File: config.mk
export PLATFORM = sky130hd
export DESIGN_NAME = spike_event_logger
export DESIGN_NICKNAME = d
export VERILOG_FILES = /design/src/rtl/spike_log_pkg.sv /design/src/rtl/spike_log_fifo.sv /design/src/rtl/spike_event_logger.sv
export SDC_FILE = /design/constraint.sdc
export NUM_CORES = 1
export LEC_CHECK = 0
export ABC_AREA = 1
export BUFFER_PORTS_ARGS = -buffer_cell sky130_fd_sc_hd__buf_2
export CAP_MARGIN = 25
export CORE_MARGIN = 4
export CORE_UTILIZATION = 38
export DETAILED_ROUTE_END_ITERATION = 8
export SLEW_MARGIN = 20
export SYNTH_ARGS = -nofsm -noshare
export SYNTH_HDL_FRONTEND = slang
export SYNTH_SLANG_ARGS = --single-unit
File: constraint.sdc
create_clock -name clk -period 2.8 [get_ports clk]
set_input_delay 0.14 -clock clk [delete_from_list [all_inputs] [get_ports clk]]
set_output_delay 0.14 -clock clk [all_outputs]
set_load 0.01 [all_outputs]
File: src/rtl/spike_log_pkg.sv
// spike_log_pkg: shared constants and the event record type for the spike
// event logger.
//
// Contents:
//   TS_WIDTH_DEF / DEPTH_DEF / VMEM_WIDTH_DEF  default sizes
//   SAT_MAX        saturation ceiling for the 8-bit counters
//   spike_event_t  one FIFO record: timestamp, plus the pre-spike membrane
//                  value when SPIKE_LOG_VMEM_EN is defined
//   sat_inc        saturating 8-bit increment helper
//
// Optional feature macro: SPIKE_LOG_VMEM_EN (adds the vmem field).
package spike_log_pkg;

    localparam int TS_WIDTH_DEF   = 12;
    localparam int DEPTH_DEF      = 8;
    localparam int VMEM_WIDTH_DEF = 16;

    localparam logic [7:0] SAT_MAX = 8'hFF;

    // Record widths follow the package defaults; the top-level TS_WIDTH and
    // VMEM_WIDTH parameters default to the same values.
    typedef struct packed {
        logic [TS_WIDTH_DEF-1:0]   ts;
`ifdef SPIKE_LOG_VMEM_EN
        logic [VMEM_WIDTH_DEF-1:0] vmem;
`endif
    } spike_event_t;

    function automatic logic [7:0] sat_inc(input logic [7:0] value, input logic inc);
        return (inc && (value != SAT_MAX)) ? value + 8'd1 : value;
    endfunction

endpackage

File: src/rtl/spike_log_fifo.sv
// spike_log_fifo: synchronous show-ahead FIFO of spike_event_t records.
//
// Ports:
//   clk, rst  clock and asynchronous active-high reset
//   push      write din this cycle (ignored when full unless popping too)
//   din       record to write
//   pop       consume the head record (ignored when empty)
//   dout      head record, zero while empty
//   full      level == DEPTH
//   empty     level == 0
//   level     occupancy, 0..DEPTH
//
// Pointers are $clog2(DEPTH) bits and wrap naturally (DEPTH is a power of
// two); fullness comes from the separate occupancy counter.
module spike_log_fifo
    import spike_log_pkg::*;
#(
    parameter int DEPTH = DEPTH_DEF
) (
    input  logic                     clk,
    input  logic                     rst,
    input  logic                     push,
    input  spike_event_t             din,
    input  logic                     pop,
    output spike_event_t             dout,
    output logic                     full,
    output logic                     empty,
    output logic [$clog2(DEPTH):0]   level
);

    localparam int AW = $clog2(DEPTH);

    spike_event_t          mem [DEPTH];
    logic [AW-1:0]         wr_ptr;
    logic [AW-1:0]         rd_ptr;
    logic [AW:0]           count;
    logic                  push_ok;
    logic                  pop_ok;

    assign full    = (count == (AW+1)'(DEPTH));
    assign empty   = (count == '0);
    assign pop_ok  = pop && !empty;
    // When full, a simultaneous pop frees the head slot; the write lands in
    // that same slot (wr_ptr == rd_ptr) after the head has been consumed.
    assign push_ok = push && (!full || pop_ok);
    assign level   = count;

    // Gating on empty keeps stale RAM contents off the outputs after reset.
    assign dout = empty ? '0 : mem[rd_ptr];

    always_ff @(posedge clk) begin
        if (push_ok) begin
            mem[wr_ptr] <= din;
        end
    end

    always_ff @(posedge clk or posedge rst) begin
        if (rst) begin
            wr_ptr <= '0;
            rd_ptr <= '0;
            count  <= '0;
        end else begin
            if (push_ok) begin
                wr_ptr <= wr_ptr + 1'b1;
            end
            if (pop_ok) begin
                rd_ptr <= rd_ptr + 1'b1;
            end
            case ({push_ok, pop_ok})
                2'b10:   count <= count + 1'b1;
                2'b01:   count <= count - 1'b1;
                default: count <= count;
            endcase
        end
    end

endmodule

File: src/rtl/spike_event_logger.sv
// spike_event_logger: timestamps LIF-core spikes into a show-ahead FIFO
// drained by valid/ready, tracks dropped spikes, and reports a windowed
// spike-rate count.
//
// Ports:
//   clk, rst     clock, asynchronous active-high reset
//   enable       global enable; low holds ts/window counters, ignores spikes
//   spike_in     spike pulse, sampled each cycle
//   v_mem_in     membrane potential (used only with SPIKE_LOG_VMEM_EN)
//   ev_valid     head event present
//   ev_ready     consumer accepts head event
//   ev_ts        head event timestamp
//   ev_vmem      head event pre-spike membrane (0 without SPIKE_LOG_VMEM_EN)
//   ev_level     FIFO occupancy
//   overflow     sticky drop flag
//   clear_ovf    clears overflow and drop_cnt (a same-cycle drop wins)
//   drop_cnt     saturating dropped-spike count
//   rate_count   spikes in the last completed window, saturating
//   rate_valid   one-cycle pulse when rate_count updates
//
// Optional feature macro: SPIKE_LOG_VMEM_EN.
module spike_event_logger
    import spike_log_pkg::*;
#(
    parameter int TS_WIDTH   = TS_WIDTH_DEF,
    parameter int DEPTH      = DEPTH_DEF,
    parameter int VMEM_WIDTH = VMEM_WIDTH_DEF,
    parameter int WINDOW     = 256
) (
    input  logic                    clk,
    input  logic                    rst,
    input  logic                    enable,
    input  logic                    spike_in,
    input  logic [VMEM_WIDTH-1:0]   v_mem_in,
    output logic                    ev_valid,
    input  logic                    ev_ready,
    output logic [TS_WIDTH-1:0]     ev_ts,
    output logic [VMEM_WIDTH-1:0]   ev_vmem,
    output logic [$clog2(DEPTH):0]  ev_level,
    output logic                    overflow,
    input  logic                    clear_ovf,
    output logic [7:0]              drop_cnt,
    output logic [7:0]              rate_count,
    output logic                    rate_valid
);

    localparam int WW = $clog2(WINDOW);
    localparam logic [WW-1:0] WIN_LAST = WW'(WINDOW - 1);

    logic [TS_WIDTH-1:0] ts;
    logic [WW-1:0]       win_cnt;
    logic [7:0]          spike_acc;
    logic [7:0]          acc_next;

    logic                push_req;
    logic                pop_eff;
    logic                drop;
    logic                fifo_full;
    logic                fifo_empty;
    spike_event_t        push_ev;
    spike_event_t        head_ev;

    assign push_req = enable && spike_in;
    assign pop_eff  = ev_ready && !fifo_empty;
    // Dropped only when full and the head is not leaving this cycle.
    assign drop     = push_req && fifo_full && !pop_eff;
    assign acc_next = sat_inc(spike_acc, spike_in);

    assign ev_valid = !fifo_empty;
    assign ev_ts    = head_ev.ts;

`ifdef SPIKE_LOG_VMEM_EN
    // Membrane sampled one enabled cycle earlier: the core resets v_mem on
    // the spiking cycle, so the previous sample is the pre-fire value.
    logic [VMEM_WIDTH-1:0] vmem_prev;

    always_ff @(posedge clk or posedge rst) begin
        if (rst) begin
            vmem_prev <= '0;
        end else if (enable) begin
            vmem_prev <= v_mem_in;
        end
    end

    always_comb begin
        push_ev      = '0;
        push_ev.ts   = ts;
        push_ev.vmem = vmem_prev;
    end

    assign ev_vmem = head_ev.vmem;
`else
    logic unused_vmem;
    assign unused_vmem = ^v_mem_in;

    always_comb begin
        push_ev    = '0;
        push_ev.ts = ts;
    end

    assign ev_vmem = '0;
`endif

    spike_log_fifo #(
        .DEPTH (DEPTH)
    ) u_fifo (
        .clk   (clk),
        .rst   (rst),
        .push  (push_req && !drop),
        .din   (push_ev),
        .pop   (pop_eff),
        .dout  (head_ev),
        .full  (fifo_full),
        .empty (fifo_empty),
        .level (ev_level)
    );

    // Drop tracking.
    always_ff @(posedge clk or posedge rst) begin
        if (rst) begin
            overflow <= 1'b0;
            drop_cnt <= '0;
        end else if (drop) begin
            overflow <= 1'b1;
            drop_cnt <= clear_ovf ? 8'd1 : sat_inc(drop_cnt, 1'b1);
        end else if (clear_ovf) begin
            overflow <= 1'b0;
            drop_cnt <= '0;
        end
    end

    // Timestamp and rate window; everything here freezes while enable is low.
    always_ff @(posedge clk or posedge rst) begin
        if (rst) begin
            ts         <= '0;
            win_cnt    <= '0;
            spike_acc  <= '0;
            rate_count <= '0;
            rate_valid <= 1'b0;
        end else begin
            rate_valid <= 1'b0;
            if (enable) begin
                ts <= ts + 1'b1;
                if (win_cnt == WIN_LAST) begin
                    rate_count <= acc_next;
                    rate_valid <= 1'b1;
                    win_cnt    <= '0;
                    spike_acc  <= '0;
                end else begin
                    win_cnt   <= win_cnt + 1'b1;
                    spike_acc <= acc_next;
                end
            end
        end
    end

endmodule

-- Word-level counts from Yosys, hierarchy flattened
Memory sizes are Yosys's and may differ from the RTL's.
Index checks and enable logic that the tools add are counted.
- register bits: 56
- RAM bits: 96
- input bits: 22
- output and inout bits: 51
- logic and storage cells: 59
- memories: 1
- memories (memory ; words ; bits a word ; read ports ; clocked after Yosys merged registers in ; write ports ; line ; text):
    u_fifo.mem ; 8 ; 12 ; 1 ; 0 ; 1 ; spike_log_fifo.sv:33 ; spike_event_t mem [DEPTH];
- $add $sub $neg: 8
- equality and inequality tests: 6
- multiplexer cells: 15
- reduce and logical (&&, ||, !) cells: 19
- operator list (kind ; number):
    two-way mux 8 bit ; 7
    adder 8 x 1 -> 8 bit (second input constant) ; 3
    != test 8 bit (second input constant) ; 2
    adder 12 x 1 -> 12 bit (second input constant) ; 1
    two-way mux 12 bit ; 1
    equality test 8 bit (second input constant) ; 1
    logical AND 1 bit ; 8
    case mux 4 bit (2 select lines) ; 1
    adder 3 x 1 -> 3 bit (second input constant) ; 2
    two-way mux 1 bit ; 6
    nonzero test 2 bit ; 3
    adder 4 x 1 -> 4 bit (second input constant) ; 1
    equality test 4 bit (second input constant) ; 1
    zero test 1 bit ; 4
    zero test 4 bit ; 1
    AND reduction 2 bit ; 2
    subtractor 4 x 1 -> 4 bit (second input constant) ; 1
    equality test 2 x 1 -> 1 bit (second input constant) ; 1
    equality test 2 bit (second input constant) ; 1
    logical OR 1 bit ; 1

-- Depth between registers and ports, before layout
Gate-level depths: netlist of the first run.
- depth after elaboration: 10
- mapped depth: 13

-- Cells and area by module
From an unflattened synthesis of the first run, not the netlist that was laid out.
- cell total of the unflattened synthesis: 696
- area total of the unflattened synthesis: 7056.8 um2
- by module, submodules not included (module ; times used ; cells an instance ; area an instance (um2) ; seq. area each (um2)):
    spike_log_fifo ; 1 ; 368 ; 4405.5 ; 3133.0
    spike_event_logger ; 1 ; 328 ; 2651.3 ; 1151.1

-- Worst setup path after synthesis of the first run
No wires, ideal clock.
- kind: reg-to-reg
- from: register u_fifo.count[0], in the netlist u_fifo.level[0]
- to: memory u_fifo.mem[4][0] in the netlist's numbering (enable)
- library setup time: 380 ps
- arrival time: 1537 ps
- required time: 2420 ps
- path slack: 883 ps
- cell stages (with the launch flop): 6
- period minus slack after synthesis: 1917 ps
- cells stage by stage: dfrtp_1 nor2_2 nand3_1 nand2_1 or2_1 nor2_1
- word-level cells in the longest chain between the ends: 10
- ends and longest elaborated chain (item ; line ; text):
    start, declared ; spike_log_fifo.sv:36 ; logic [AW:0] count;
    start signal, assigned ; spike_log_fifo.sv:70 ; 2'b10: count <= count + 1'b1;
    start signal, assigned ; spike_log_fifo.sv:71 ; 2'b01: count <= count - 1'b1;
    start signal, assigned ; spike_log_fifo.sv:72 ; default: count <= count;
    zero test 4 bit ; spike_log_fifo.sv:41 ; assign empty = (count == '0);
    zero test 1 bit ; spike_log_fifo.sv:42, spike_event_logger.sv:64 ;
    logical AND 1 bit ; spike_event_logger.sv:64 ; assign pop_eff = ev_ready && !fifo_empty;
    zero test 1 bit ; spike_event_logger.sv:66 ; assign drop = push_req && fifo_full && !pop_eff;
    logical AND 1 bit ; spike_event_logger.sv:66 ;
    zero test 1 bit ; spike_event_logger.sv:109 ; .push (push_req && !drop),
    logical AND 1 bit ; spike_event_logger.sv:109 ;
    logical AND 1 bit * ; spike_log_fifo.sv:45 ; assign push_ok = push && (!full || pop_ok);
    two-way mux 1 bit * ; spike_log_fifo.sv:52 ; if (push_ok) begin
    two-way mux 1 bit (not written as such) * ; spike_log_fifo.sv:53 ; mem[wr_ptr] <= din;
    end, declared ; spike_log_fifo.sv:33 ;
Mark *: on every way between the ends. The rest lies on a longest branch, timed or not.

-- Worst setup path after layout of the first run
- from: register u_fifo.rd_ptr[0]
- to: output port ev_ts[1]
- word-level cells in the longest chain between the ends: 2
- ends and longest elaborated chain (item ; line ; text):
    start, declared ; spike_log_fifo.sv:35 ; logic [AW-1:0] rd_ptr;
    start signal, assigned ; spike_log_fifo.sv:67 ; rd_ptr <= rd_ptr + 1'b1;
    memory (8 x 12 bit) ; n/a ;
    two-way mux 12 bit ; spike_log_fifo.sv:49 ; assign dout = empty ? '0 : mem[rd_ptr];
    end, declared ; spike_event_logger.sv:37 ; output logic [TS_WIDTH-1:0] ev_ts,
No other way between the ends.

==> results of run 1 <==
-- cell usage after synthesis, drive strengths merged --
cell	count	share of area (%)
nand2	147	8.3
nor2	119	6.9
edfxtp	96	42
o21ai	62	4.5
dfrtp	56	20
inv	51	2.8
nand3	47	3.6
buf	33	3.4
o211ai	12	1.3
o22ai	12	1.1
xor2	12	1.5
ha	9	1.6
nand4	7	0.63
clkbuf	6	0.34
xnor2	6	0.76
a21oi	5	0.36
nor3	5	0.43
or2	2	0.18
and2	1	0.091
clkinv	1	0.054
conb	1	0.054
o21bai	1	0.11
-- worst register-to-register path, cell delays in order (launching register included) --
cell	delay, ps
dfrtp_1	420
nor2_2	170
nand3_1	120
nand2_1	110
inv_1	100
ha_1	240
nand2_1	70
nand2_1	60
ha_1	170
a21oi_1	140
xor2_1	150
o21ai_0	90
-- flip-flops by register name (all words and copies together) (netlist names), 3 cells and up --
name	flops
u_fifo.mem	96
push_ev	12
drop_cnt	8
rate_count	8
spike_acc	8
win_cnt	8
u_fifo.level	4
u_fifo.rd_ptr	3
u_fifo.wr_ptr	3
-- final timing paths --
| kind | depth (start not counted) | slack [ps] | endpoint |
|---|---|---|---|
| max in group asynchronous | 4 | 1840 | push_ev[3]$_DFFE_PP0P_ |
| worst min register to register | 2 | 480 | rate_count[1]$_DFFE_PP0P_ |
| worst min-delay path | 3 | 20 | u_fifo.rd_ptr[0]$_DFFE_PP0P_ |
| worst max register to register | 11 | 840 | u_fifo.level[2]$_DFFE_PP0P_ |
| worst max-delay path | 8 | 660 | ev_ts[1] |
| min in group asynchronous | 4 | 480 | drop_cnt[4]$_DFFE_PP0P_ |
-- power by group through the flow --
stage	sequential [mW]	clock, mW	combinational, mW
detailed placement	3.22	0	2.28
floorplan	3.13	0	1.66
global route	3.24	2.28	2.59
CTS	3.18	2.19	2.29
finish	3.17	2.13	2.24
global placement	3.21	0	2.24
-- layout make-up --
| cell class | count | share of cell area [%] |
|---|---|---|
| Timing Repair Buffer | 57 | 4.22 |
| Sequential cell | 152 | 54.3 |
| Clock buffer | 17 | 5.40 |
| Inverter | 52 | 2.48 |
| Clock inverter | 14 | 1.65 |
| Multi-Input combinational cell | 463 | 28.3 |
| Tap cell | 229 | 3.63 |
-- cell families after synthesis --
group                      synth area share, %
and+or+nand+nor                           20.1
DFF                                       62.0
AOI/OAI and AO/OA                         7.35
buffers and inverters                     6.57
xor gates and xnor gates                  2.28
adders and majority gates                 1.63
other                                   0.0543
-- layout by cell type (no fill, tap or decap), types with 2 or more instances in the layout --
cell type / Yosys / routed
nand2_1: 142 / 142
nor2_1: 114 / 114
edfxtp_1: 96 / 96
dfrtp_1: 56 / 56
inv_1: 48 / 47
o21ai_0: 45 / 45
nand3_1: 44 / 44
buf_2: 11 / 40
o21ai_1: 17 / 17
clkbuf_16: 0 / 17
conb_1: 1 / 16
buf_4: 18 / 15
xor2_1: 12 / 12
o22ai_1: 12 / 12
o211ai_1: 12 / 12
ha_1: 9 / 9
nand4_1: 7 / 7
inv_6: 0 / 7
xnor2_1: 6 / 6
a21oi_1: 5 / 5
inv_2: 3 / 4
nor3_1: 4 / 4
inv_8: 0 / 4
nand3_2: 3 / 3
nor2_4: 3 / 3
nand2_2: 3 / 3
nor2_2: 2 / 2
nand2_4: 2 / 2
clkinvlp_4: 0 / 2
dlygate4sd3_1: 0 / 2
-- layer usage --
layer  track usage (%)  vias up
li1                  -     2397
met1              18.7     2158
met3              3.42        8
met2              23.7       77
met5                 0        -
met4              4.30        0
-- through the flow --
stage	instances	setup WS (ps)	utilization, %	hold slack (ps)	power, mW
after floorplan	706	883	-	305	4.79
after global placement	951	881	40.8	386	5.45
after detailed placement	951	840	40.8	392	5.50
after CTS	984	602	44.0	2.46	7.65
after global routing	984	455	44.0	34.3	8.12
final	984	663	44.0	19.5	7.54
==> results.yml, run 1 <==
setup_path:
  worst_ep_arrival_time_ps: 2000
  path_cells: "buf_4, nor2_1, nor2_1, o21ai_0, o211ai_1, nand2_1, nor2_1, buf_2"
  end_kind: "primary output"
  cpMaxStageDelayCell: "buf_4"
  rr_startpoint: "u_fifo.level[1]$_DFFE_PP0P_"
  cpLargestDelayFamily: "buffers and inverters"
  slowest_delay_ps: 430
  cp_max_fo: 49
  startpoint: "u_fifo.rd_ptr[0]$_DFFE_PP0P_"
  worstSetupPathType: "flip-flop to primary output"
  start_kind: "flip-flop"
  path_common_cell: "nor2_1"
  cp_num_buf_inv: 2
  cp_data_required_time_ps: 2660
power_and_ir_drop:
  ir_worst_vdd_v: 0.000488
  pwr_density_cell_nw_per_um2: 956
  cell_internal_pwr_mw: 4.80
  pwr-share-seq_pct: 42.1
  p_comb_share_pct: 29.7
  p_clk_share_pct: 28.2
  leakage_nw: 3.40
  power_switching_mw: 2.74
  swShare_pct: 36.3
cts:
  numCtsBuffers: 17
  tritoncts: "done"
  clk_latency_ps: 420
  htree_levels: 4
  clock-sinks: 152
  root_buffer: "clkbuf_16"
  ctsResizeCount: 0
  clockBufferDepth: 2
  path_clk_slew_ps: 60
  holdBufCountCts: 2
  post_cts_buffers: 0
routing:
  ant_nets: 0
  drtIter0Drc: 277
  drc: 0
  dr_wl_met2_mm: 6.73
  wl_met1_mm: 6.37
  first_pass_iters: 4
  drt_wl_total_mm: 13.7
  vias: 4640
  top_layer_used: "met4"
  post_drt_wl_per_cell_um: 14.0
  routed_via_density: 4.72
  route.met3.wl_um: 526
sta:
  timing.fmax_mhz: 468
  rsz0062_at_grt: "no"
  relSlewSlack_pct: 52.1
  setup_violations: 0
  finalCritPeriodShare_pct: 76.3
  setup_tns_ps: 0
  fin_worst_skew_ps: 9.93
  report.final.slew_viol_count: 0
  finalHoldViolCount: 0
  fin_crit_ps: 2140
  tightestPinTransition_ps: 718
placement:
  dp_hpwl_mm: 8.66
  gp_congestion: 0.815
  portBuffers: 40
  placed_area_um2: 7310
final_layout:
  syn_to_final_growth_pct: 14.1
  nNetsFinal: 774
  drive_gt1_share_pct: 13.9
  diodes: 0
  n_fill_cell: 1714
  multiInputGateArea_um2: 2230
  seq_area_um2: 4280
  final_area_um2: 7880
global_routing:
  grt_pass1_wl_mm: 22.7
  grt_usage_pct: 14.3
  antenna_found_initial: 0
  first_global_vias: 4439
  grt-ovfl-total: 0
  grt_max_degree: 57
floorplanning:
  num_io_pins: 73
  die_w_um: 143
  row_count: 49
  die_h_um: 143
  start_util_pct: 38.6
  core_area_um2: 17900
  die_area_um2: 20400
yosys:
  synth_area_um2: 6910
  synth.distinct_cells: 34
  ys_seq_area_share_pct: 62.0
  syn_avg_cell_area_um2: 10.0
  synth-seq-cells: 152
  netlist_instances: 691
  ys.warnings.count: 0
job:
  maxCapViolations: 0
run_status:
  status: "finished, final reports clean"
hold_path:
  min-delay-start: "ev_ready"
  worst_hold_path_type: "input port to flip-flop"
No activity file was read; power rests on OpenSTA's default activity.
==> inputs of run 2 (changes only) <==
==> constraint.sdc (replaced) <==
create_clock -name clk -period 1.95 [get_ports clk]
set_input_delay 0.0975 -clock clk [delete_from_list [all_inputs] [get_ports clk]]
set_output_delay 0.0975 -clock clk [all_outputs]
set_load 0.01 [all_outputs]
==> run 2 against run 1 <==
  * Power up 61%
  * Global-route usage up 0.59 points
  * Critical endpoint is now ev_ts[2]
  * Cell count up 3.4%
==> results.yml, run 2 (same netlist as run 1, synthesis figures left out) <==
floorplanning:
  core_area_um2: 17900
  num_io_pins: 73
  die_h_um: 143
  row_count: 49
  die_w_um: 143
  die_area_um2: 20400
  start_util_pct: 38.6
cts:
  numCtsBuffers: 17
  path_clk_slew_ps: 60
  clock-sinks: 152
  htree_levels: 4
  clockBufferDepth: 2
  tritoncts: "done"
  root_buffer: "clkbuf_16"
  clk_latency_ps: 420
routing:
  ant_nets: 0
  vias: 4842
  drc: 0
  drtIter0Drc: 309
  post_drt_wl_per_cell_um: 14.8
  routed_via_density: 4.76
  first_pass_iters: 4
  drt_wl_total_mm: 15.1
sta:
  timing.fmax_mhz: 529
  rsz0062_at_grt: "yes"
  finalHoldViolCount: 0
  fin_worst_skew_ps: 5.79
  setup_ws_ps: 61.0
  report.final.slew_viol_count: 0
  setup_violations: 0
  hold_slack_ps: 104
  fin_crit_ps: 1890
  relSlewSlack_pct: 62.8
  tightestPinTransition_ps: 558
  finalCritPeriodShare_pct: 96.9
setup_path:
  end_kind: "primary output"
  rr_startpoint: "u_fifo.level[2]$_DFFE_PP0P_"
  worst_ep_arrival_time_ps: 1790
  cp_max_fo: 6
  cp_data_required_time_ps: 1850
  worstSetupPathType: "flip-flop to primary output"
  start_kind: "flip-flop"
  startpoint: "u_fifo.rd_ptr[0]$_DFFE_PP0P_"
global_routing:
  first_global_vias: 4549
  grt_max_degree: 38
  grt-ovfl-total: 0
  grt_pass1_wl_mm: 23.5
  grt_usage_pct: 14.9
  antenna_found_initial: 0
final_layout:
  final_common_cell: "nand2_1"
  final_cell_mix: "nand2_1 (142), nor2_1 (105), edfxtp_1 (96)"
  final_area_um2: 8420
  layout.cells.non_filler: 1017
  syn_to_final_growth_pct: 21.8
  nNetsFinal: 806
  n_fill_cell: 1667
  diodes: 0
  max_flop_register: "u_fifo.mem"
  drive_gt1_share_pct: 19.7
  largest_reg_flops: 96
hold_path:
  worst_hold_path_type: "input port to flip-flop"
  min-delay-start: "enable"
placement:
  placed_area_um2: 7440
  dp_cells: 963
  dp_hpwl_mm: 9.12
  gp_congestion: 0.815
  dpl_worst_slack_ps: 65.9
  portBuffers: 40
power_and_ir_drop:
  leakage_nw: 3.63
  finalPower_mw: 12.1
  pwr_density_cell_nw_per_um2: 1440
  ir_worst_vdd_v: 0.000770
run_status:
  status: "finished, final reports clean"
job:
  maxCapViolations: 0
[run 2: repair_timing]
| action | 4_1_cts | 5_1_grt |
|---|---|---|
| gates resized for setup | 4 | 47 |
| setup buffers | 2 | 8 |
| pin swaps | 0 | 14 |
| endpoints found under the hold margin | 26 | 0 |
| cloned | 1 | 8 |
| setup endpoints to repair | 12 | 14 |
| hold buffers | 3 | 0 |
[run 2: worst max-delay path, stage by stage (launching register included)]
cell       delay [ps]
dfrtp_2           480
buf_12            170
clkbuf_16         160
o21ai_1           170
o22ai_2           120
nor2_1             90
nor2_1             50
buf_2             130
[run 2: final timing paths]
path / endpoint / slack, ps / cells past startpoint
min reg2reg: rate_count[7]$_DFFE_PP0P_ / 480 / 2
max in group asynchronous: spike_acc[7]$_DFFE_PP0P_ / 1130 / 4
max reg2reg: u_fifo.level[2]$_DFFE_PP0P_ / 150 / 11
min in group asynchronous: u_fifo.level[0]$_DFFE_PP0P_ / 280 / 3
max: ev_ts[2] / 60 / 7
min: win_cnt[0]$_DFFE_PP0P_ / 100 / 3
[run 2: final cells by class]
type	count	area, um^2	area share (%)
tap	229	287	3.40
inverter	52	204	2.42
clock inverter	13	160	1.90
clock buffer	19	433	5.14
timing repair inverter	2	23.8	0.282
multi-input combinational	463	2280	27.1
timing repair buffer	87	743	8.83
sequential	152	4290	50.9
[run 2: report_power, final]
group	internal (mW)	switching (mW)	total [mW]
Clock	1.92	1.34	3.26
Combinational	1.85	2.41	4.26
Sequential	4.06	0.556	4.61
Total	7.83	4.30	12.1
[run 2: metal layers]
layer  part of all wire, %  up-vias  track usage [%]
met2                    49      112             24.2
met4                   1.1        0             4.35
li1                      -     2456                -
met1                    46     2259             19.7
met5                     0        -                0
met3                   4.5       15             3.88
[run 2: stage by stage]
stage / setup TNS, ps / util, %
detailed placement: 0 / 41.5
global route: -224 / 47.0
floorplan: 0 / -
finish: 0 / 47.0
CTS: -14.0 / 45.3
global placement: 0 / 41.5
